[src/rtl/id_ex_operand_stage.sv]
// ID->EX pipeline register with MEM/WB operand forwarding and load-use detection.
// Drives the execute-stage ALU operands, opcode and store data directly.

module id_ex_fwd_mux #(
  parameter int PC_BITS  = 32,
  parameter int REG_BITS = 5
) (
  input  logic [REG_BITS-1:0] i_idx,
  input  logic [PC_BITS-1:0]  i_reg_val,
  input  logic                i_reg_write_m,
  input  logic [REG_BITS-1:0] i_write_reg_m,
  input  logic [PC_BITS-1:0]  i_alu_out_m,
  input  logic                i_reg_write_w,
  input  logic [REG_BITS-1:0] i_write_reg_w,
  input  logic [PC_BITS-1:0]  i_result_w,
  output logic [PC_BITS-1:0]  o_val
);
  logic w_nz;
  assign w_nz = (i_idx != '0);

  // MEM result is younger than WB, so it wins; $zero is never forwarded.
  always_comb begin
    o_val = i_reg_val;
    if (w_nz && i_reg_write_m && (i_write_reg_m == i_idx))
      o_val = i_alu_out_m;
    else if (w_nz && i_reg_write_w && (i_write_reg_w == i_idx))
      o_val = i_result_w;
  end
endmodule

module id_ex_operand_stage #(
  parameter int PC_BITS  = 32,
  parameter int REG_BITS = 5,
  parameter int OPR_BITS = 4
) (
  input  logic                clk,
  input  logic                rst,
  input  logic                stall_e,
  input  logic                flush_e,
  input  logic [PC_BITS-1:0]  rd1_d,
  input  logic [PC_BITS-1:0]  rd2_d,
  input  logic [PC_BITS-1:0]  sign_imm_d,
  input  logic [REG_BITS-1:0] rs_d,
  input  logic [REG_BITS-1:0] rt_d,
  input  logic [REG_BITS-1:0] rd_d,
  input  logic [OPR_BITS-1:0] alu_control_d,
  input  logic                alu_src_d,
  input  logic                reg_dst_d,
  input  logic                reg_write_d,
  input  logic                mem_to_reg_d,
  input  logic                mem_write_d,
  input  logic [PC_BITS-1:0]  alu_out_m,
  input  logic [REG_BITS-1:0] write_reg_m,
  input  logic                reg_write_m,
  input  logic [PC_BITS-1:0]  result_w,
  input  logic [REG_BITS-1:0] write_reg_w,
  input  logic                reg_write_w,
  output logic [PC_BITS-1:0]  src_a_e,
  output logic [PC_BITS-1:0]  src_b_e,
  output logic [OPR_BITS-1:0] alu_control_opr,
  output logic [PC_BITS-1:0]  write_data_e,
  output logic [REG_BITS-1:0] write_reg_e,
  output logic                reg_write_e,
  output logic                mem_to_reg_e,
  output logic                mem_write_e,
  output logic                lw_stall,
  output logic                valid_e
);
  typedef struct packed {
    logic [PC_BITS-1:0]  rd1;
    logic [PC_BITS-1:0]  rd2;
    logic [PC_BITS-1:0]  imm;
    logic [REG_BITS-1:0] rs;
    logic [REG_BITS-1:0] rt;
    logic [REG_BITS-1:0] rd;
    logic [OPR_BITS-1:0] alu_ctl;
    logic                alu_src;
    logic                reg_dst;
    logic                reg_write;
    logic                mem_to_reg;
    logic                mem_write;
    logic                valid;
  } ex_reg_t;

  ex_reg_t             r_ex;
  ex_reg_t             w_ex_d;
  logic [PC_BITS-1:0]  w_fwd_a;
  logic [PC_BITS-1:0]  w_fwd_b;

  always_comb begin
    w_ex_d            = '0;
    w_ex_d.rd1        = rd1_d;
    w_ex_d.rd2        = rd2_d;
    w_ex_d.imm        = sign_imm_d;
    w_ex_d.rs         = rs_d;
    w_ex_d.rt         = rt_d;
    w_ex_d.rd         = rd_d;
    w_ex_d.alu_ctl    = alu_control_d;
    w_ex_d.alu_src    = alu_src_d;
    w_ex_d.reg_dst    = reg_dst_d;
    w_ex_d.reg_write  = reg_write_d;
    w_ex_d.mem_to_reg = mem_to_reg_d;
    w_ex_d.mem_write  = mem_write_d;
    w_ex_d.valid      = 1'b1;
  end

  // Bubble (flush or load-use) outranks hold.
  always_ff @(posedge clk or posedge rst) begin
    if (rst)                      r_ex <= '0;
    else if (flush_e || lw_stall) r_ex <= '0;
    else if (!stall_e)            r_ex <= w_ex_d;
  end

  assign lw_stall = r_ex.mem_to_reg && r_ex.valid && (r_ex.rt != '0) &&
                    ((r_ex.rt == rs_d) || (r_ex.rt == rt_d));

  id_ex_fwd_mux #(.PC_BITS(PC_BITS), .REG_BITS(REG_BITS)) u_fwd_a (
    .i_idx(r_ex.rs), .i_reg_val(r_ex.rd1),
    .i_reg_write_m(reg_write_m), .i_write_reg_m(write_reg_m), .i_alu_out_m(alu_out_m),
    .i_reg_write_w(reg_write_w), .i_write_reg_w(write_reg_w), .i_result_w(result_w),
    .o_val(w_fwd_a)
  );

  id_ex_fwd_mux #(.PC_BITS(PC_BITS), .REG_BITS(REG_BITS)) u_fwd_b (
    .i_idx(r_ex.rt), .i_reg_val(r_ex.rd2),
    .i_reg_write_m(reg_write_m), .i_write_reg_m(write_reg_m), .i_alu_out_m(alu_out_m),
    .i_reg_write_w(reg_write_w), .i_write_reg_w(write_reg_w), .i_result_w(result_w),
    .o_val(w_fwd_b)
  );

  assign src_a_e         = w_fwd_a;
  assign write_data_e    = w_fwd_b;
  assign src_b_e         = r_ex.alu_src ? r_ex.imm : w_fwd_b;
  assign alu_control_opr = r_ex.alu_ctl;
  assign write_reg_e     = r_ex.reg_dst ? r_ex.rd : r_ex.rt;
  assign reg_write_e     = r_ex.reg_write;
  assign mem_to_reg_e    = r_ex.mem_to_reg;
  assign mem_write_e     = r_ex.mem_write;
  assign valid_e         = r_ex.valid;
endmodule

[config.mk]
export PLATFORM = sky130hd
export DESIGN_NAME = id_ex_operand_stage
export DESIGN_NICKNAME = d
export VERILOG_FILES = /design/src/rtl/id_ex_operand_stage.sv
export SDC_FILE = /design/constraint.sdc
export NUM_CORES = 1
export LEC_CHECK = 0
export CAP_MARGIN = 20
export CORE_MARGIN = 4
export CORE_UTILIZATION = 41
export DETAILED_ROUTE_END_ITERATION = 6
export PLACE_DENSITY = 0.77
export SYNTH_ARGS = -nofsm -noshare
export SYNTH_HDL_FRONTEND = slang
export SYNTH_HIERARCHICAL = 1
export SYNTH_SLANG_ARGS = --single-unit
[constraint.sdc]
create_clock -name clk -period 3.65 [get_ports clk]
set_input_delay 0.73 -clock clk [delete_from_list [all_inputs] [get_ports clk]]
set_output_delay 0.73 -clock clk [all_outputs]
set_load 0.01 [all_outputs]
==> results.py <==
metrics = {
    "outcome": {
        "status": "finished with violations",
        "violations": "design-rule violations, negative setup slack",
    },
    "finish": {
        "drive_gt1_share_pct": 27.69,
        "areaGrowthSynthToFinish_pct": 60.28,
        "fin_nets": 1334,
        "multi_input_area_um2": 5213,
        "final_area_um2": 13340,
        "seqCellArea_um2": 3030,
        "n_fill_cell": 1495,
        "fin_util_pct": 67.68,
    },
    "die": {
        "die_x_um": 150.5,
        "die_h_um": 150.5,
        "core_um2": 19720,
        "initial_core_util_pct": 42.22,
        "design.die.area_um2": 22650,
        "io_pins": 310,
        "rows": 51,
    },
    "setup_path": {
        "crit_buf_inv": 3,
        "crit_path_end_kind": "primary output",
        "cp.depth": 8,
        "crit_required_ns": 2.92,
        "reg2reg_from": "r_ex[15]",
        "path_delay_family": "buffers and inverters",
        "reg2reg_to": "r_ex[39]",
        "critPathArrivalTime_ns": 3.00,
        "reg2reg_depth": 5,
        "cp_slowest_cell": "clkdlybuf4s50_1",
        "setup.reg_to_reg.worst_slack_ns": 1.44,
        "cp_max_fo": 32,
        "start_kind": "input pin",
        "crit_end": "src_b_e[16]",
        "path_class": "input pin to primary output",
        "crit_start": "write_reg_m[4]",
        "cpPeakStageDelay_ns": 0.51,
        "crit_chain": "clkdlybuf4s50_1 > xnor2_1 > nand4_1 > buf_6 > nor3_1 > a31oi_2 > mux2_2 > dlygate4sd2_1",
    },
    "routing": {
        "dr.pass1.iters": 7,
        "avgRoutedWirePerCell_um": 25.25,
        "postRouteAntennaNets": 0,
        "routed_wl_mm": 35.65,
        "viasPerCell": 6.135,
        "drcViolationCount": 10,
        "vias": 8662,
        "drtIter0Drc": 626,
    },
    "synth": {
        "ys.flop_type": "dfrtp_1",
        "synth_edf_count": 0,
        "syn_nets": 1020,
        "syn_area_um2": 8325,
        "ys_ff_latch": 121,
        "syn_inst": 820,
        "ys_types": 30,
        "yosysSeqAreaShare_pct": 36.37,
        "yosys_warnings": 6,
        "syn_avg_cell_area_um2": 10.15,
        "synth-async-reset-ratio_pct": 100.0,
    },
    "sta": {
        "tightestPinTransition_ns": 0.8042,
        "rsz0062_at_grt": "yes",
        "whs_ns": 0.5923,
        "setup_viol": 4,
        "period_share_pct": 102.3,
        "fmax_mhz": 267.8,
        "fin_worst_skew_ns": 0.01170,
        "maxSlewHeadroom_pct": 46.39,
        "final_hold_viol_count": 0,
        "setup_slack_ns": -0.08427,
        "period_needed_ns": 3.734,
        "drv_slew": 0,
    },
    "power_and_ir_drop": {
        "power_frac_clock_pct": 37.2,
        "p_switching_uw": 1305,
        "swShare_pct": 29.43,
        "power_leakage_uw": 0.005849,
        "cell_internal_pwr_uw": 3127,
        "p_total_uw": 4432,
        "pwr-share-seq_pct": 33.4,
        "ir_drop_v": 0.0003170,
        "power-per-cell-area_nw_per_um2": 332.1,
        "combPwrFrac_pct": 29.5,
    },
    "grt": {
        "grt_overflow": 0,
        "grt_start_max_net_pins": 122,
        "grt_pass1_vias": 8930,
        "grt_pass1_wl_mm": 52.13,
        "antenna_found_initial": 1,
        "grtUsageTotal_pct": 30.25,
    },
    "clock_tree": {
        "clock_latency_ns": 0.41,
        "clockRootBuffer": "clkbuf_16",
        "clk_pin_slew_ns": 0.06,
        "clock-sinks": 121,
        "cts_max_level": 4,
        "tritoncts.num_buffers": 17,
        "cts_hold_buf": 0,
        "clk_path_buf_depth": 2,
        "cts_tree": "yes",
    },
    "job": {
        "maxCapViolCount": 0,
    },
    "placement": {
        "port_buffers": 309,
        "gp_congestion": 0.8831,
        "place_hpwl_mm": 23.77,
        "placed_cell_area_um2": 12130,
    },
    "worst_hold_path": {
        "min-delay-path-class": "register to register",
    },
}
==> logic make-up after synthesis <==
family | count (synthesis) | synth area share, %
compound gates | 257 | 25.37
xor+xnor | 30 | 3.156
buf+inv | 111 | 6.688
flops | 121 | 36.37
mux | 157 | 19.43
simple gates | 144 | 8.987
==> routing by layer <==
layer,track usage (%),routed length (um)
met3,8.910,3713
met2,49.54,17170
met1,37.12,13450
met5,0,13
met4,12.90,1306
==> registers in the layout, indices dropped and copies added, names as in the netlist <==
name / cells
alu_control_opr: 4
mem_to_reg_e: 1
mem_write_e: 1
r_ex: 113
reg_write_e: 1
valid_e: 1
==> Yosys cell counts, types with 4 or more instances <==
cell,number,share of area (%)
o21ai_1,10,0.60
a211oi_1,41,3.7
buf_4,10,0.90
clkbuf_1,61,2.8
nand3_1,66,4.0
o211ai_2,4,0.60
nor3_1,64,3.8
mux2i_1,120,14
o21ai_0,54,3.2
a211oi_2,79,12
mux2_2,37,5.0
buf_2,22,1.3
nand4_1,4,0.30
buf_6,9,1.2
dfrtp_1,121,36
a31oi_1,64,4.8
clkbuf_2,6,0.36
xnor2_1,30,3.2
==> placed cells by master, fill, tap and decap left out, types with 8 or more instances in the layout <==
cell type and instances:
a211oi_1 41, a211oi_2 79, a31oi_1 38, a31oi_2 16, a31oi_4 10, buf_12 19, buf_4 74, buf_6 8
clkbuf_16 18, clkdlybuf4s50_1 218, dfrtp_1 119, dlygate4sd2_1 39, dlymetal6s2s_1 39, mux2_2 37, mux2i_1 120, nand3_1 66
nor3_1 52, nor3_2 12, o21ai_0 36, o21ai_1 23, xnor2_1 22, xnor2_2 8
==> worst min-delay path: cells and delay by family (launching register included) <==
family	cells	cell delay, ns
buf+inv	1	0.07
compound gates	1	0.07
flops	1	0.40
==> what timing repair did <==
| action | 4_1_cts | 5_1_grt |
|---|---|---|
| pin swaps | 9 | 6 |
| gates cloned | 2 | 1 |
| resized for setup | 126 | 61 |
| buffers inserted | 7 | 2 |
| setup endpoints to repair | 95 | 58 |
| endpoints found under the hold margin | 0 | 0 |
==> area by class of cell <==
| class | count | share of cell area, % |
|---|---|---|
| Multi-Input combinational cell | 588 | 39.06 |
| Clock buffer | 24 | 3.835 |
| Antenna cell | 2 | 0.03751 |
| Timing Repair Buffer | 404 | 31.31 |
| Clock inverter | 6 | 0.4782 |
| Sequential cell | 121 | 22.71 |
| Inverter | 2 | 0.08439 |
| Tap cell | 265 | 2.485 |
==> how the worst min path moves through the flow <==
stage                   start         to  slack (ns)  depth (start not counted)
global placement      valid_e    valid_e        0.56                          2
finish                valid_e    valid_e        0.59                          2
floorplan            r_ex[42]   r_ex[42]        0.58                          2
global route        r_ex[119]  r_ex[119]        0.62                          2
CTS                   valid_e    valid_e        0.60                          2
detailed placement    valid_e    valid_e        0.59                          2
==> per-stage QoR <==
step                instances  TNS (ns)  setup slack, ns
floorplan                 820         0           0.7670
global placement         1368    -9.546          -0.2927
detailed placement       1368    -13.70          -0.3480
CTS                      1407   -0.7155         -0.09966
global route             1410   -0.3787          -0.1402
finish                   1412   -0.2273         -0.08427
==> power groups by stage <==
| stage | Sequential, uW | Combinational (uW) | Clock, uW |
|---|---|---|---|
| global placement | 1500 | 1230 | 0 |
| detailed placement | 1500 | 1250 | 0 |
| global route | 1490 | 1380 | 1730 |
| finish | 1480 | 1310 | 1650 |
| CTS | 1480 | 1290 | 1670 |
| floorplan | 1480 | 569 | 0 |
Power figures use the tool's default switching activity.
